===== src/rtl/csa_arb_pkg.sv =====
// csa_arb_pkg: definitions shared by the csa_adder_arbiter slice.
//   CNT_W / CNT_MAX : width and saturation value of the optional grant counters
//   ostage_e        : occupancy of the single-entry output stage
//   params_ok()     : legality check for the arbiter parameters
package csa_arb_pkg;

  localparam int              CNT_W   = 16;
  localparam logic [CNT_W-1:0] CNT_MAX = '1;

  typedef enum logic {
    EMPTY = 1'b0,
    FULL  = 1'b1
  } ostage_e;

  // The carry-select adder splits the operands in halves, so the width must be even.
  function automatic bit params_ok(int num_req, int in_dw);
    return (num_req >= 2) && (in_dw >= 2) && ((in_dw % 2) == 0);
  endfunction

endpackage


===== src/rtl/n_bit_csa_adder.sv =====
// n_bit_csa_adder: unsigned carry-select adder, sum = in1 + in2 + cin.
//   in1, in2 : DATAWIDTH-bit operands (DATAWIDTH even)
//   cin      : carry-in
//   sum      : DATAWIDTH+1-bit result, MSB is the carry-out
module n_bit_csa_adder #(
  parameter int DATAWIDTH = 8
) (
  input  logic [DATAWIDTH-1:0] in1,
  input  logic [DATAWIDTH-1:0] in2,
  input  logic                 cin,
  output logic [DATAWIDTH:0]   sum
);

  localparam int LO_W = DATAWIDTH / 2;
  localparam int HI_W = DATAWIDTH - LO_W;

  logic [LO_W:0] lo;
  logic [HI_W:0] hi0;
  logic [HI_W:0] hi1;

  assign lo  = {1'b0, in1[LO_W-1:0]} + {1'b0, in2[LO_W-1:0]} + {{LO_W{1'b0}}, cin};

  // Upper half is precomputed for both possible carries; the low-half carry selects.
  assign hi0 = {1'b0, in1[DATAWIDTH-1:LO_W]} + {1'b0, in2[DATAWIDTH-1:LO_W]};
  assign hi1 = hi0 + {{HI_W{1'b0}}, 1'b1};

  assign sum = lo[LO_W] ? {hi1, lo[LO_W-1:0]} : {hi0, lo[LO_W-1:0]};

endmodule


===== src/rtl/rr_arbiter.sv =====
// rr_arbiter: combinational round-robin pick.
//   req   : request vector
//   ptr   : index at which the search starts (wraps NUM_REQ-1 -> 0)
//   en    : when low, no grant is issued
//   grant : one-hot grant (zero when disabled or nothing requested)
//   idx   : encoded index of the first requester found (0 when none)
module rr_arbiter #(
  parameter int NUM_REQ = 4,
  parameter int ID_W    = $clog2(NUM_REQ)
) (
  input  logic [NUM_REQ-1:0] req,
  input  logic [ID_W-1:0]    ptr,
  input  logic               en,
  output logic [NUM_REQ-1:0] grant,
  output logic [ID_W-1:0]    idx
);

  logic [NUM_REQ-1:0] onehot;
  logic               found;
  int                 pos;

  always_comb begin
    onehot = '0;
    idx    = '0;
    found  = 1'b0;
    pos    = 0;
    for (int k = 0; k < NUM_REQ; k++) begin
      pos = (int'(ptr) + k) % NUM_REQ;
      if (!found && req[ID_W'(pos)]) begin
        found               = 1'b1;
        idx                 = ID_W'(pos);
        onehot[ID_W'(pos)]  = 1'b1;
      end
    end
  end

  assign grant = en ? onehot : '0;

endmodule


===== src/rtl/csa_adder_arbiter.sv =====
// csa_adder_arbiter: round-robin share of one n_bit_csa_adder among NUM_REQ
// requesters, with a single-entry registered output stage.
//   clk, rst                        : clock, async active-high reset
//   req_valid/req_ready             : per-requester handshake (ready one-hot or zero)
//   req_in1/req_in2/req_cin         : packed operands, requester i at [i*IN_DATAWIDTH +: IN_DATAWIDTH]
//   rsp_valid/rsp_ready             : output-stage handshake
//   rsp_sum/rsp_id                  : registered sum (with carry-out) and winning index
//   grant_cnt                       : saturating 16-bit grant counters, only with CSA_ARB_STATS_EN
//
// Output stage states:
//   state | meaning
//   EMPTY | no result held, rsp_valid=0
//   FULL  | result held in rsp_sum/rsp_id, rsp_valid=1
module csa_adder_arbiter
  import csa_arb_pkg::*;
#(
  parameter int NUM_REQ       = 4,
  parameter int IN_DATAWIDTH  = 8,
  parameter int OUT_DATAWIDTH = IN_DATAWIDTH + 1,
  parameter int ID_W          = $clog2(NUM_REQ)
) (
  input  logic                            clk,
  input  logic                            rst,
  input  logic [NUM_REQ-1:0]              req_valid,
  output logic [NUM_REQ-1:0]              req_ready,
  input  logic [NUM_REQ*IN_DATAWIDTH-1:0] req_in1,
  input  logic [NUM_REQ*IN_DATAWIDTH-1:0] req_in2,
  input  logic [NUM_REQ-1:0]              req_cin,
  output logic                            rsp_valid,
  input  logic                            rsp_ready,
  output logic [OUT_DATAWIDTH-1:0]        rsp_sum,
  output logic [ID_W-1:0]                 rsp_id
`ifdef CSA_ARB_STATS_EN
  ,
  output logic [NUM_REQ*CNT_W-1:0]        grant_cnt
`endif
);

  if (!params_ok(NUM_REQ, IN_DATAWIDTH)) begin : g_bad_params
    $error("csa_adder_arbiter: NUM_REQ must be >= 2 and IN_DATAWIDTH even");
  end

  ostage_e                 state_q, state_d;
  logic                    can_accept;
  logic                    transfer;
  logic [NUM_REQ-1:0]      grant;
  logic [ID_W-1:0]         win_idx;
  logic [ID_W-1:0]         ptr_q;
  logic [IN_DATAWIDTH-1:0] op1, op2;
  logic                    op_cin;
  logic [IN_DATAWIDTH:0]   add_sum;
  logic [OUT_DATAWIDTH-1:0] sum_q;
  logic [ID_W-1:0]         id_q;

  assign can_accept = (state_q == EMPTY) || rsp_ready;

  // Gating with rst keeps requests presented during reset from being acknowledged.
  rr_arbiter #(
    .NUM_REQ (NUM_REQ),
    .ID_W    (ID_W)
  ) u_rr (
    .req   (req_valid),
    .ptr   (ptr_q),
    .en    (can_accept & ~rst),
    .grant (grant),
    .idx   (win_idx)
  );

  assign req_ready = grant;
  assign transfer  = |grant;

  assign op1    = req_in1[win_idx*IN_DATAWIDTH +: IN_DATAWIDTH];
  assign op2    = req_in2[win_idx*IN_DATAWIDTH +: IN_DATAWIDTH];
  assign op_cin = req_cin[win_idx];

  n_bit_csa_adder #(
    .DATAWIDTH (IN_DATAWIDTH)
  ) u_adder (
    .in1 (op1),
    .in2 (op2),
    .cin (op_cin),
    .sum (add_sum)
  );

  always_ff @(posedge clk or posedge rst) begin
    if (rst) state_q <= EMPTY;
    else     state_q <= state_d;
  end

  always_comb begin
    state_d = state_q;
    unique case (state_q)
      EMPTY: if (transfer) state_d = FULL;
      FULL: begin
        // Drain and refill in the same cycle stays FULL without a bubble.
        if (transfer)       state_d = FULL;
        else if (rsp_ready) state_d = EMPTY;
      end
      default: state_d = EMPTY;
    endcase
  end

  always_ff @(posedge clk or posedge rst) begin
    if (rst) begin
      sum_q <= '0;
      id_q  <= '0;
      ptr_q <= '0;
    end else if (transfer) begin
      sum_q <= OUT_DATAWIDTH'(add_sum);
      id_q  <= win_idx;
      ptr_q <= (win_idx == ID_W'(NUM_REQ - 1)) ? '0 : win_idx + 1'b1;
    end
  end

  assign rsp_valid = (state_q == FULL);
  assign rsp_sum   = sum_q;
  assign rsp_id    = id_q;

`ifdef CSA_ARB_STATS_EN
  logic [CNT_W-1:0] cnt_q [NUM_REQ];

  always_ff @(posedge clk or posedge rst) begin
    if (rst) begin
      for (int i = 0; i < NUM_REQ; i++) cnt_q[i] <= '0;
    end else begin
      for (int i = 0; i < NUM_REQ; i++)
        if (grant[i] && (cnt_q[i] != CNT_MAX)) cnt_q[i] <= cnt_q[i] + 1'b1;
    end
  end

  for (genvar g = 0; g < NUM_REQ; g++) begin : g_cnt
    assign grant_cnt[g*CNT_W +: CNT_W] = cnt_q[g];
  end
`endif

endmodule

===== config.mk =====
export PLATFORM = sky130hd
export DESIGN_NAME = csa_adder_arbiter
export DESIGN_NICKNAME = d
export VERILOG_FILES = /design/src/rtl/csa_arb_pkg.sv /design/src/rtl/n_bit_csa_adder.sv /design/src/rtl/rr_arbiter.sv /design/src/rtl/csa_adder_arbiter.sv
export SDC_FILE = /design/constraint.sdc
export NUM_CORES = 1
export LEC_CHECK = 0
export CORE_MARGIN = 10
export CORE_UTILIZATION = 44
export DETAILED_ROUTE_END_ITERATION = 8
export PLACE_DENSITY = 0.91
export RECOVER_POWER = 100
export SLEW_MARGIN = 30
export SYNTH_ARGS = -nofsm -noshare
export SYNTH_HDL_FRONTEND = slang
export SYNTH_SLANG_ARGS = --single-unit

===== constraint.sdc =====
create_clock -name clk -period 5.8 [get_ports clk]
set_clock_uncertainty 0.05 [all_clocks]
set_input_delay 1.16 -clock clk [delete_from_list [all_inputs] [get_ports clk]]
set_output_delay 1.16 -clock clk [all_outputs]
set_load 0.05 [all_outputs]

# Yosys cells after proc, flatten, opt, wreduce, memory -nomap -nowiden
# Cells that the tools add are included.
[totals]
register_bits = 14
latchBits = 0
ramBits = 0
rom_bits = 0
input_bits = 75
output_inout_bits = 16
wordCells = 82
memories = 0
[classes]
addsub = 8
mul = 0
n_div = 0
magnitude_cmp = 9
n_eq_ne = 1
shifts = 2
muxes = 40
n_bitwise = 6
reduce_logical = 12
[op_table]
columns = ["op", "count"]
rows = [
  ["indexed part select 32 x 6 -> 8 bit", 2],
  ["2-to-1 mux 4 bit", 5],
  ["2-to-1 mux 1 bit", 19],
  ["< comparator 2 x 4 -> 1 bit (second input constant)", 4],
  ["bitwise OR 4 bit", 3],
  ["adder 4 x 4 -> 5 bit", 2],
  ["binary-select mux 1 bit (select 2 bit)", 5],
  ["2-to-1 mux 2 bit", 5],
  ["2-to-1 mux 9 bit", 1],
  ["demux 1 bit (select 2 bit)", 4],
  ["greater-or-equal comparator 2 x 1 -> 1 bit (second input constant)", 4],
  ["logical AND 1 bit", 7],
  ["adder 5 x 1 -> 5 bit", 1],
  ["adder 5 x 1 -> 5 bit (second input constant)", 1],
  ["adder 2 x 1 -> 2 bit (second input constant)", 2],
  ["adder 2 bit (second input constant)", 2],
  ["OR reduction 4 bit", 1],
  ["zero test 1 bit", 3],
  ["< comparator 2 x 3 -> 1 bit (second input constant)", 1],
  ["equality test 2 bit (second input constant)", 1],
  ["inverter 1 bit", 2],
  ["one-hot mux 1 bit (2 select lines)", 1],
  ["AND 1 bit", 1],
  ["logical OR 1 bit", 1],
]

# Longest topological paths before layout
# Gate-level depths: netlist of the first run.
[logic_depth]
word_depth = 17
depth_mapped = 22
ltp_nobuf = 17

# By module
# A second synthesis of the first run with hierarchy kept.
[unflattened]
cells_unflattened = 191
hier_area_um2 = 2074.5
[modules_own_cells]
columns = ["module", "instances", "cells_per_inst", "area_per_inst_um2"]
rows = [
  ["csa_adder_arbiter", 1, 56, 992.2],
  ["rr_arbiter", 1, 84, 691.9],
  ["n_bit_csa_adder", 1, 51, 390.4],
]

# Worst setup path after synthesis of the first run
# OpenSTA, ideal clock, no wires.
[synth_timing]
path_kind = "input to register"
startpoint = "in req_valid[0]"
endpoint = "reg sum_q[5], in the netlist rsp_sum[5]"
arrival_time_ns = 4.354
setup_slack_ns = 1.270
stages = 17
path_cell_list = "buf_4 -> inv_1 -> o221a_2 -> o32a_1 -> o211ai_1 -> buf_2 -> buf_2 -> mux2i_1 -> mux2i_1 -> fa_1 -> inv_1 -> fa_1 -> nor2b_1 -> o21ai_0 -> nand2b_1 -> mux2_2 -> mux2_4"
[synth_between]
elab_chain_cells = 17
[synth_lines]
columns = ["element", "line_no", "rtl"]
rows = [
  ["start, declared", "csa_adder_arbiter.sv:24", "input logic [NUM_REQ-1:0] req_valid,"],
  ["binary-select mux 1 bit (select 2 bit)", "rr_arbiter.sv:29", "if (!found && req[ID_W'(pos)]) begin"],
  ["2-to-1 mux 1 bit (not written as such) (2 in a row)", "rr_arbiter.sv:29", ""],
  ["2-to-1 mux 1 bit", "rr_arbiter.sv:29", ""],
  ["zero test 1 bit", "rr_arbiter.sv:29", ""],
  ["logical AND 1 bit", "rr_arbiter.sv:29", ""],
  ["2-to-1 mux 1 bit", "rr_arbiter.sv:29", ""],
  ["zero test 1 bit", "rr_arbiter.sv:29", ""],
  ["logical AND 1 bit", "rr_arbiter.sv:29", ""],
  ["2-to-1 mux 1 bit", "rr_arbiter.sv:29", ""],
  ["zero test 1 bit", "rr_arbiter.sv:29", ""],
  ["logical AND 1 bit", "rr_arbiter.sv:29", ""],
  ["2-to-1 mux 2 bit", "rr_arbiter.sv:29", ""],
  ["indexed part select 32 x 6 -> 8 bit (tied with other cells)", "csa_adder_arbiter.sv:72", "assign op1 = req_in1[win_idx*IN_DATAWIDTH +: IN_DATAWIDTH];"],
  ["adder 4 x 4 -> 5 bit (tied with other cells)", "n_bit_csa_adder.sv:24", "assign hi0 = {1'b0, in1[DATAWIDTH-1:LO_W]} + {1'b0, in2[DATAWIDTH-1:LO_W]};"],
  ["adder 5 x 1 -> 5 bit, on equally long branches", "n_bit_csa_adder.sv:25, n_bit_csa_adder.sv:21", ""],
  ["2-to-1 mux 9 bit", "n_bit_csa_adder.sv:27", "assign sum = lo[LO_W] ? {hi1, lo[LO_W-1:0]} : {hi0, lo[LO_W-1:0]};"],
  ["end signal, assigned", "csa_adder_arbiter.sv:109", "sum_q <= OUT_DATAWIDTH'(add_sum);"],
  ["end, declared", "csa_adder_arbiter.sv:52", "logic [OUT_DATAWIDTH-1:0] sum_q;"],
]
# Parallel ways exist; a longest one is shown, timed or not. The select of a mux whose other input is x is not followed.
# A chain may end at the register's enable or synchronous reset.

# Final worst setup path of the first run
[layout_timing]
startpoint = "in req_valid[1]"
endpoint = "reg sum_q[5], in the netlist rsp_sum[5]"
# The elaborated chain is that of the path after synthesis.

==> out/metrics.yaml, run 1 <==
status: "finished, violations left"
failed_checks: "capacitance limit, slew limit"
cts_root_buf: "clkbuf_8"
wl_per_cell_um: 15.59
antenna_found_initial: 0
grt_pass1_vias: 1998
hpwl_um: 4918
hold_violations: 0
syn_area_per_cell_um2: 10.19
drt-total-wl_um: 5598
portBuffers: 90
die_w_um: 89.75
die_y_um: 89.75
p_per_area_mw_per_mm2: 672.8
cp-start-kind: "input port"
cts_sinks: 14
async_flop_share: 1.000
finalCritPeriodShare: 0.9205
htree_levels: 1
path_max_fanout: 15
fin_crit_ns: 5.339
worstMarginPinSlew_ns: 2.223
postCtsHoldBufs: 0
synthToLayoutAreaGrowth_pct: 42.96
synthCells: 210
grt_start_max_net_pins: 24
ir_drop_uv: 338.5
cts_buffer_depth: 2
ys_ff_latch: 14
grt_overflow_total: 0
drive_above_1_share: 0.09589
rr_startpoint: "ptr_q[1]"
slew_headroom: -0.4949
synth_cell_types: 49
reg2reg_depth: 7
rows: 25
io_pins: 91
antenna_cells: 0
nets: 389
setup_viol: 0
fin_tns_setup_ns: 0
crit_path_end: "rsp_sum[5]"
start_util: 0.4532
critPathLaunch: "req_valid[1]"
synth_edf_count: 0
cp.required_ns: 5.87
clk_pin_slew_ns: 0.05
grt_pass1_wl_um: 9225
synth.yosys.seq_area_share: 0.1636
hold_path.class: "reg2reg"
grt_use_total: 0.1317
rsz0062_at_grt: "false"
drtIter0Drc: 112
tritoncts: "yes"
regToRegEndpoint: "rsp_id[0]"
cts_resized: 0
p_leak_nw: 1.469
synth_nets: 305
fillers: 405
yosysWarnings: 0
synth_flop_cell: "dfrtp_1"
post_cts_buffers: 0
r2r_slack_ns: 0.79
viasPerCell: 5.220
drc_errors: 0
clkLatencyLatePin_ns: 0.24
max_freq_mhz: 187.3
vias: 1874
drtPass1Iterations: 4
path_class: "in2reg"
core-area_mm2: 0.004723
antenna_left: 0
netlist_area_mm2: 0.002141
max-cap-violations: 1
die-area_mm2: 0.008055
maxSlewViolCount: 15
pre_cts_ws_ns: 0.2732
finalWorstSetupSlack_ns: 0.4612
cts_buffers: 3
finalWeightedCongestion: 0.9027
end_kind: "register"
arrival_ns: 5.41
## stage by stage
| step | std cells | util | hold WS, ns | power, mW | instance area, um2 |
|---|---|---|---|---|---|
| floorplan | 210 | - | 0.6963 | 1.654 | 2141 |
| global placement | 356 | 0.6450 | 0.4327 | 2.008 | 3047 |
| detailed placement | 356 | 0.6450 | 0.4497 | 2.063 | 3047 |
| CTS | 359 | 0.6538 | 0.4614 | 2.143 | 3088 |
| global route | 359 | 0.6479 | 0.4706 | 2.239 | 3060 |
| finish | 359 | 0.6479 | 0.4509 | 2.059 | 3060 |
## cell type report
type	instances	area, um2	area share
timing repair buffer	94	930.9	0.3042
multi-input combinational	169	1609	0.5258
sequential	14	350.3	0.1145
clock buffer	3	41.29	0.01349
tap	67	83.83	0.02739
inverter	12	45.04	0.01472
## how the worst min path moves through the flow
stage | depth (start not counted) | slack, ns | to | start
6_report | 2 | 0.45 | rsp_valid | rsp_valid
5_1_grt | 1 | 0.47 | rsp_sum[7] | rsp_sum[7]
4_1_cts | 2 | 0.46 | rsp_valid | rsp_valid
3_5_place_dp | 2 | 0.45 | rsp_valid | rsp_valid
3_3_place_gp | 2 | 0.43 | rsp_valid | rsp_valid
2_1_floorplan | 2 | 0.70 | ptr_q[1] | ptr_q[1]
## synthesized netlist by cell type, types with 2 or more instances
| library cell | count | area [um2] |
|---|---|---|
| mux2_4 | 7 | 105.1 |
| buf_6 | 4 | 45.04 |
| dfrtp_1 | 14 | 350.3 |
| xnor2_1 | 5 | 43.79 |
| mux4_2 | 3 | 67.56 |
| nand4_1 | 2 | 12.51 |
| buf_2 | 8 | 40.04 |
| and2_1 | 4 | 25.02 |
| nor3_1 | 2 | 10.01 |
| nand2b_1 | 6 | 37.54 |
| o31ai_1 | 2 | 15.01 |
| a21o_1 | 3 | 22.52 |
| nor2b_1 | 3 | 18.77 |
| a21oi_1 | 7 | 35.03 |
| nand2_1 | 6 | 22.52 |
| or3b_1 | 2 | 17.52 |
| xor2_1 | 3 | 26.28 |
| inv_1 | 12 | 45.04 |
| mux2_2 | 7 | 78.83 |
| fa_1 | 3 | 60.06 |
| nor4_1 | 2 | 12.51 |
| nor2_1 | 6 | 22.52 |
| mux2i_1 | 55 | 550.5 |
| a22o_1 | 3 | 26.28 |
| ha_1 | 17 | 212.7 |
## kinds of logic (layout without fill, tap and decap cells)
| kind of cell | after synthesis | count (layout) | synth area share |
|---|---|---|---|
| simple gates | 37 | 37 | 0.09819 |
| xor+xnor | 8 | 8 | 0.03273 |
| flops | 14 | 14 | 0.1636 |
| buf+inv | 27 | 109 | 0.07364 |
| mux | 72 | 72 | 0.3746 |
| compound gates | 32 | 32 | 0.1297 |
| fa+ha+maj | 20 | 20 | 0.1274 |
## report_power, final
| part | switching, mW | total (mW) | internal, mW |
|---|---|---|---|
| Sequential | 0.0385 | 0.195 | 0.157 |
| Combinational | 0.956 | 1.79 | 0.831 |
| Clock | 0.0313 | 0.0772 | 0.0458 |
## worst max-delay path, cell delays in order
cell and delay, ns:
dlygate4sd3_1 0.76, nand3b_1 0.18, a211oi_2 0.12, or3_1 0.37, o21bai_2 0.76, buf_4 0.31
mux2i_1 0.21, ha_1 0.22, fa_1 0.47, ha_1 0.30, mux2_2 0.26, mux2_1 0.28
## flip-flops by register name (all words and copies together), names as in the netlist
| register | count |
|---|---|
| ptr_q | 2 |
| rsp_id | 2 |
| rsp_sum | 9 |
| rsp_valid | 1 |
## cell usage in the layout (no fill, tap or decap), drive strengths merged, types with 4 or more instances in the layout
cell type      synthesis  routed
nand2                  6       6
buf                   14       4
inv                   12      12
nand2b                 6       6
ha                    17      17
xnor2                  5       5
a21oi                  7       7
clkdlybuf4s50          0      72
mux2                  14      14
nor2                   6       6
dlygate4sd3            0      18
and2                   4       4
mux2i                 55      55
dfrtp                 14      14
## metal layers
metal | vias up | GRT usage | share of wire
li1 | 940 | - | -
met1 | 870 | 0.1488 | 0.42
met2 | 60 | 0.2331 | 0.50
met3 | 4 | 0.04156 | 0.075
met4 | 0 | 0.03235 | 0.0086
met5 | - | 0 | 0
No activity file was read; power rests on OpenSTA's default activity.
==> run 2, diff against run 1 <==
- ABC_CLOCK_PERIOD_IN_PS: unset -> 5800
==> results of run 2 <==
No change in the layout: final DEF, timing and power equal those of run 1.
